--- config.mk ---
export PLATFORM = sky130hd
export DESIGN_NAME = vsync_gen
export DESIGN_NICKNAME = d
export VERILOG_FILES = /design/src/rtl/vsync_gen.sv
export SDC_FILE = /design/constraint.sdc
export NUM_CORES = 1
export LEC_CHECK = 0
export ABC_AREA = 1
export ABC_CLOCK_PERIOD_IN_PS = 1700
export CAP_MARGIN = 20
export CELL_PAD_IN_SITES_DETAIL_PLACEMENT = 1
export CELL_PAD_IN_SITES_GLOBAL_PLACEMENT = 2
export CORE_MARGIN = 10
export CORE_UTILIZATION = 24
export CTS_CLUSTER_SIZE = 16
export DETAILED_ROUTE_END_ITERATION = 8
export PLACE_DENSITY = 0.75
export SYNTH_ARGS = -nofsm -noshare
export SYNTH_HDL_FRONTEND = slang
export SYNTH_SLANG_ARGS = --single-unit
--- constraint.sdc ---
create_clock -name clk -period 1.7 [get_ports clk]
set_input_delay 0.255 -clock clk [delete_from_list [all_inputs] [get_ports clk]]
set_output_delay 0.255 -clock clk [all_outputs]
set_load 0.01 [all_outputs]
--- src/rtl/vsync_gen.sv ---
// Vertical timing for the VGA path: line counter, vsync, scan window and frame strobe.
// Define VSYNC_FRAME_CNT_EN to build the free-running frame counter on frame_cnt.
module vsync_gen #(
  parameter int unsigned V_DISPLAY = 480,
  parameter int unsigned V_FRONT   = 10,
  parameter int unsigned V_SYNC    = 2,
  parameter int unsigned V_BACK    = 33,
  parameter bit          SYNC_POL  = 1'b0,
  parameter int unsigned FRAME_W   = 8
) (
  input  logic               clk,
  input  logic               reset,
  input  logic               p_tick,
  input  logic               h_end,
  output logic [9:0]         pixel_y,
  output logic               v_end,
  output logic               vsync,
  output logic               v_scan_on,
  output logic               frame_tick,
  output logic [FRAME_W-1:0] frame_cnt
);

  localparam int unsigned V_TOTAL = V_DISPLAY + V_FRONT + V_SYNC + V_BACK;

  typedef enum logic [1:0] {StActive, StFront, StSync, StBack} state_e;

  state_e     state_q;
  logic       line_adv;
  logic       wrap;
  logic [9:0] y_next;

  assign line_adv = p_tick & h_end;
  assign wrap     = (pixel_y == 10'(V_TOTAL - 1));
  assign y_next   = wrap ? 10'd0 : pixel_y + 10'd1;
  assign v_end    = wrap;

  // State, vsync and v_scan_on all switch on the same edge as pixel_y so they never disagree.
  always_ff @(posedge clk or negedge reset) begin
    if (!reset) begin
      state_q    <= StActive;
      pixel_y    <= '0;
      vsync      <= ~SYNC_POL;
      v_scan_on  <= 1'b1;
      frame_tick <= 1'b0;
    end else begin
      frame_tick <= 1'b0;
      if (line_adv) begin
        pixel_y    <= y_next;
        frame_tick <= wrap;
        unique case (state_q)
          StActive: begin
            if (y_next == 10'(V_DISPLAY)) begin
              state_q   <= StFront;
              v_scan_on <= 1'b0;
            end
          end
          StFront: begin
            if (y_next == 10'(V_DISPLAY + V_FRONT)) begin
              state_q <= StSync;
              vsync   <= SYNC_POL;
            end
          end
          StSync: begin
            if (y_next == 10'(V_DISPLAY + V_FRONT + V_SYNC)) begin
              state_q <= StBack;
              vsync   <= ~SYNC_POL;
            end
          end
          StBack: begin
            if (wrap) begin
              state_q   <= StActive;
              v_scan_on <= 1'b1;
            end
          end
        endcase
      end
    end
  end

`ifdef VSYNC_FRAME_CNT_EN
  logic [FRAME_W-1:0] frame_cnt_q;

  always_ff @(posedge clk or negedge reset) begin
    if (!reset) begin
      frame_cnt_q <= '0;
    end else if (line_adv && wrap) begin
      frame_cnt_q <= frame_cnt_q + 1'b1;
    end
  end

  assign frame_cnt = frame_cnt_q;
`else
  assign frame_cnt = '0;
`endif

endmodule

==> results of run 1 <==
critical path, delay by kind of cell (launching register included):
family / cells / cell delay (ns)
adder cells (fa/ha/maj): 1 / 0.17
AND/OR/NAND/NOR: 14 / 1.13
buffers and inverters: 1 / 0.08
flip-flops: 1 / 0.45
timing repair:
item | 4_1_cts | 5_1_grt
setup buffers | 5 | 3
pin swaps | 12 | 13
hold buffers | 0 | 0
endpoints found under the hold margin | 0 | 0
resized for setup | 20 | 19
setup endpoints to repair | 5 | 6
metrics by stage:
stage | utilization | hold WS [ns]
after floorplan | - | -0.0406
after global placement | 0.339 | 0.452
after detailed placement | 0.339 | 0.454
after CTS | 0.372 | 0.341
after global routing | 0.391 | 0.345
final | 0.391 | 0.319
cell usage in the layout (no fill, tap or decap), types with 2 or more instances in the layout:
cell,n
a21boi_4,2
buf_4,29
clkbuf_8,3
clkdlybuf4s50_1,15
conb_1,8
dfrtp_1,9
dfrtp_2,4
dfstp_2,2
ha_1,4
ha_4,2
inv_1,14
inv_2,2
inv_4,2
nand2_1,38
nand2_2,14
nand3_1,14
nand3_2,4
nor2_1,8
nor2_2,2
nor2_4,7
o21ai_0,10
synthesized netlist by cell type:
cell | n | area share
conb_1 | 1 | 0.0034
a21boi_2 | 1 | 0.010
o21ai_0 | 11 | 0.050
buf_4 | 9 | 0.061
dfrtp_1 | 13 | 0.29
inv_2 | 2 | 0.0068
clkbuf_1 | 1 | 0.0034
nand2_1 | 53 | 0.18
nor3_1 | 1 | 0.0045
o21bai_1 | 1 | 0.0068
nand3_1 | 17 | 0.077
ha_1 | 6 | 0.068
inv_1 | 16 | 0.054
nor2_1 | 12 | 0.041
dfstp_2 | 2 | 0.047
o21ai_2 | 1 | 0.0079
nand3_4 | 1 | 0.016
nand4_1 | 1 | 0.0056
xor2_1 | 1 | 0.0079
nor2_2 | 3 | 0.017
nor2_4 | 2 | 0.020
or2_2 | 1 | 0.0056
a21boi_1 | 1 | 0.0068
nand3_2 | 1 | 0.0090
report_power, final:
| group | internal [uW] | switching (uW) | total [uW] |
|---|---|---|---|
| sequential | 467 | 141 | 608 |
| combinational | 630 | 649 | 1280 |
| clock | 163 | 146 | 309 |
registers in the layout (all words and copies together), names as in the netlist:
| name | count |
|---|---|
| frame_tick | 1 |
| pixel_y | 10 |
| state_q | 2 |
| v_scan_on | 1 |
| vsync | 1 |
layer usage:
layer | wire, um | global-route usage
met2 | 2050 | 0.185
met4 | 34 | 0.0130
met1 | 1460 | 0.107
met3 | 221 | 0.0325
met5 | 0 | 0
layout make-up:
type                    count  area, um2
clock buffers               3       41.3
clock inverters             1       5.00
fillers                   539       2690
inverters                  18       72.6
multi-input cells         122        756
flip-flops and latches     15        383
well taps                  52       65.1
repair buffers             47        403
kinds of logic (layout without fill, tap and decap cells):
group | count (synthesis) | in the layout | synth area share
AND/OR/NAND/NOR | 92 | 92 | 0.374
AO/OA/AOI/OAI | 15 | 15 | 0.0812
XOR/XNOR | 1 | 1 | 0.00789
adder cells (fa/ha/maj) | 6 | 6 | 0.0676
flip-flops | 15 | 15 | 0.340
buffers and inverters | 28 | 69 | 0.125
other | 1 | 8 | 0.00338
how the worst max path moves through the flow:
stage | startpoint | depth (start not counted) | to
detailed placement | pixel_y[0] | 14 | state_q[0]
floorplan | pixel_y[0] | 15 | state_q[0]
CTS | pixel_y[1] | 14 | state_q[0]
finish | pixel_y[0] | 16 | state_q[0]
global placement | pixel_y[0] | 16 | state_q[1]
global route | pixel_y[0] | 16 | state_q[0]
==> metrics.txt, run 1 <==
status finished with violations; failing checks setup timing; critical path's most frequent cell nand2_1; initial antenna violation count 0; setup violators final 4; Area after DPL about 0.0015 mm2; final critical-path share of the clock period 1.15; R2R depth 16; CP max stage cell dfrtp_2; nets between 200 and 250; Clock Tree Root clkbuf_8; RD Place Congestion about 0.81; Clock Pin Slew Worst Setup and Hold Paths approximately 0.070 ns; Max Cap Viol 0; IO buf count 17; first-pass GRT wire length roughly 6 mm; dpl cells approximately 250; drt total wl between 3 and 4 mm; Peak VDD IR ~0.5 mV; Power Total 2200 uW; vias in the first global route between 1000 and 1500; clk_lat worst skew around 0.26 ns; DIE AREA roughly 0.0077 mm2; critical path, cell by cell ha_4 -> nand2_4 -> inv_4 -> nand3_2 -> nand2_1 -> nand2_2 -> nor2_2 -> nand2_2 -> nor2_4 -> nand2_1 -> nand2_1 -> nand2_2 -> nor2_4 -> nand2_2 -> nand2_1 -> nand2_1; Die X approximately 88 um; pin count of the biggest net entering global routing 18; height of the die 88 um; HP Class in2async; Setup CP Type reg2reg; post-synthesis cell type count 24; Post-Syn Area 0.00111 mm2; critical path launch point type flip-flop; min Tclk post-route 1.95 ns; routed len/inst 14.6 um; r2r endpoint state_q[0]; Fmax roughly 0.51 GHz; Synth warnings 0; WP data required 1.86 ns; total number of vias 1213; Worst setup EP type flip-flop; Pwr Density 1270 mW/mm2; final instance area between 0.0015 and 0.002 mm2; arrival time worst endpoint about 2.1 ns; crit path max fanout 5; Non-Filler Instances around 260; TNS Setup -0.819 ns; pre-CTS setup slack -0.318 ns; Lkg Pwr between 0.0008 and 0.0009 uW; post-synthesis sequential area ratio 0.340; final HPWL from detailed placement 2.84 mm; Final Hold Vio Count 0; initial DRC count 50; Area Overhead vs Synth 55.5%; mean post-synth cell area about 7.0 um2; Clock Path Buffers 2; CTS tree yes; num ports 26; count of state elements after synthesis 15; DRT antenna net count 0; Final Max Slew Viols 0; Row Count 24; H-tree Lvls 1; Starting Density 0.251; Worst Slack Setup Final -0.248 ns; Residual DRC 0; drt pass-1 iters 4; Mapped Cells roughly 160; reg-to-reg slack, setup -0.25 ns; R2R Path Start pixel_y[0]; gr ovfl total 0; Fin Clk Skew 0.00547 ns; layout cells sized above 1 0.388; Core Region about 0.0044 mm2; gr usage total 0.0986; cts bufs inserted 3; via/cell ratio about 4.7; CTS Sinks 15; slowest cell delay on critical path 0.45 ns; n_diodes 0; RSZ-0062 raised after global routing true
No activity file was read; power rests on OpenSTA's default activity.
==> run 2: changes to the inputs <==
==> config.mk (replaced) <==
export PLATFORM = sky130hd
export DESIGN_NAME = vsync_gen
export DESIGN_NICKNAME = d
export VERILOG_FILES = /design/src/rtl/vsync_gen.sv
export SDC_FILE = /design/constraint.sdc
export NUM_CORES = 1
export LEC_CHECK = 0
export ABC_AREA = 1
export ABC_CLOCK_PERIOD_IN_PS = 1700
export CAP_MARGIN = 20
export CORE_MARGIN = 10
export CORE_UTILIZATION = 44
export CTS_CLUSTER_SIZE = 24
export DETAILED_ROUTE_END_ITERATION = 8
export PLACE_DENSITY = 0.76
export SYNTH_ARGS = -nofsm -noshare
export SYNTH_HDL_FRONTEND = slang
export SYNTH_SLANG_ARGS = --single-unit
==> metrics.txt, run 2 (synthesized netlist as in run 1, its figures left out) <==
status finished with violations; failing checks setup timing; register share of total power 0.304; pre-CTS setup slack -0.193 ns; DRT antenna net count 0; H-tree Lvls 1; vias in the first global route around 1200; drt pass-1 iters 4; commonest cells after routing, fill and taps aside nand2_1, buf_4, inv_1, nand3_1, clkdlybuf4s50_1; Worst Slack Setup Final -0.182 ns; final instance area ~0.0016 mm2; Area Overhead vs Synth 43.1%; WP data required 1.89 ns; Regs by FF count pixel_y x10, state_q x2; internal power roughly 1100 uW; pin count of the biggest net entering global routing 18; final critical-path share of the clock period 1.11; Lkg Pwr roughly 0.00076 uW; arrival time worst endpoint 2.07 ns; Die X between 70 and 80 um; CP max stage cell dfrtp_2; Final Max Slew Viols 0; slowest cell delay on critical path around 0.47 ns; first-pass GRT wire length about 5.0 mm; critical path's most frequent cell nand2_1; initial antenna violation count 0; Clock Tree Root clkbuf_4; IO buf count 17; Area after DPL between 0.001 and 0.0015 mm2; setup violators final 4; Setup CP Type reg2reg; num ports 26; layout cells sized above 1 0.290; combinational power share 0.587; total number of vias roughly 1100; critical path, cell by cell ha_4 -> nand2_4 -> o21ai_0 -> nand2_1 -> inv_1 -> nor2_1 -> nand2_1 -> nor2_4 -> nand2_1 -> nand2_1 -> nand2_2 -> nor2_4 -> nand2_2 -> nand2_1 -> nand2_1; crit path max fanout 5; largest register by flop count pixel_y; NetSw 831 uW; Fmax approximately 0.53 GHz; Switching Share 0.423; RD Place Congestion just over 0.9; Residual DRC 0; Final Hold Vio Count 0; clk_lat worst skew a little under 0.3 ns; gr ovfl total 0; Clock Pin Slew Worst Setup and Hold Paths approximately 0.090 ns; critical path launch point type flip-flop; Pwr Density approximately 1200 mW/mm2; n_diodes 0; initial DRC count a little over 70; nets 211; Max Cap Viol 0; Fin Clk Skew between 0.003 and 0.004 ns; Core Region 0.00243 mm2; most common cell after layout, fill and taps aside nand2_1; Starting Density 0.456; via/cell ratio roughly 4.8; drt total wl ~3.0 mm; gr usage total 0.120; cts bufs inserted 3; clock power share 0.109; min Tclk post-route ~1.9 ns; routed len/inst around 13 um; CTS Sinks 15; final HPWL from detailed placement around 2.2 mm; height of the die around 70 um; DIE AREA about 0.0049 mm2; Worst setup EP type flip-flop; RSZ-0062 raised after global routing true; HP Class in2async; max reg flops 10; Row Count 18; Peak VDD IR 0.934 mV; Clock Path Buffers 2; CTS tree yes
## run 2: cell types whose count changed in the layout (fill, tap and decap cells not counted), sizes merged
| cell | previous run | this run |
|---|---|---|
| buf | 30 | 25 |
| clkbuf | 3 | 4 |
| clkinv | 1 | 0 |
| clkdlybuf4s15 | 1 | 0 |
## run 2: per-stage QoR
step | hold WS, ns | util | total power, uW | std cells | setup TNS (ns)
after floorplan | -0.0406 | - | 1140 | 165 | -0.156
after global placement | 0.456 | 0.603 | 1590 | 224 | -0.385
after detailed placement | 0.461 | 0.603 | 1630 | 224 | -0.697
after CTS | 0.276 | 0.638 | 1920 | 230 | -0.579
after global routing | 0.279 | 0.653 | 2130 | 230 | -1.24
final | 0.271 | 0.653 | 1960 | 230 | -0.632
## run 2: power groups by stage
stage               Combinational (uW)  Sequential (uW)  Clock (uW)
floorplan                          533              610           0
global route                      1280              615         238
finish                            1150              596         214
CTS                               1100              595         221
global placement                  1010              578           0
detailed placement                1050              586           0
## run 2: critical path, delay by kind of cell (launching register included)
kind / cells / cell delay, ns
buffers and inverters: 1 / 0.05
adder cells (fa/ha/maj): 1 / 0.19
AO/OA/AOI/OAI: 1 / 0.09
AND/OR/NAND/NOR: 12 / 0.97
flip-flops: 1 / 0.47
## run 2: final timing paths
kind                       startpoint          to  slack (ns)  depth (start not counted)
hold / removal                  reset  pixel_y[2]        0.27                          2
max in group asynchronous       reset   v_scan_on        1.17                          2
setup reg to reg           pixel_y[0]  state_q[0]       -0.18                         15
setup / recovery           pixel_y[0]  state_q[0]       -0.18                         15
hold reg to reg                 vsync       vsync        0.47                          2
min in group clk                vsync       vsync        0.47                          2
## run 2: final cells by class
type,instances,area [um2]
Timing Repair Buffer,41,360
Clock buffer,4,26.3
Tap cell,30,37.5
Fill cell,210,845
Inverter,18,72.6
Sequential cell,15,382
Multi-Input combinational cell,122,709
## run 2: timing repair
action	in CTS	in global routing
hold buffers	0	0
pin swaps	11	9
gates resized for setup	12	9
endpoints found under the hold margin	0	0
endpoints found under the setup margin	5	6
buffers inserted	2	0
## run 2: layer usage
metal  up-vias  track usage  share of wire
met4         0       0.0570          0.021
met5         -            0              0
li1        564            -              -
met3         6       0.0311          0.059
met1       519        0.122           0.40
met2        24        0.220           0.52
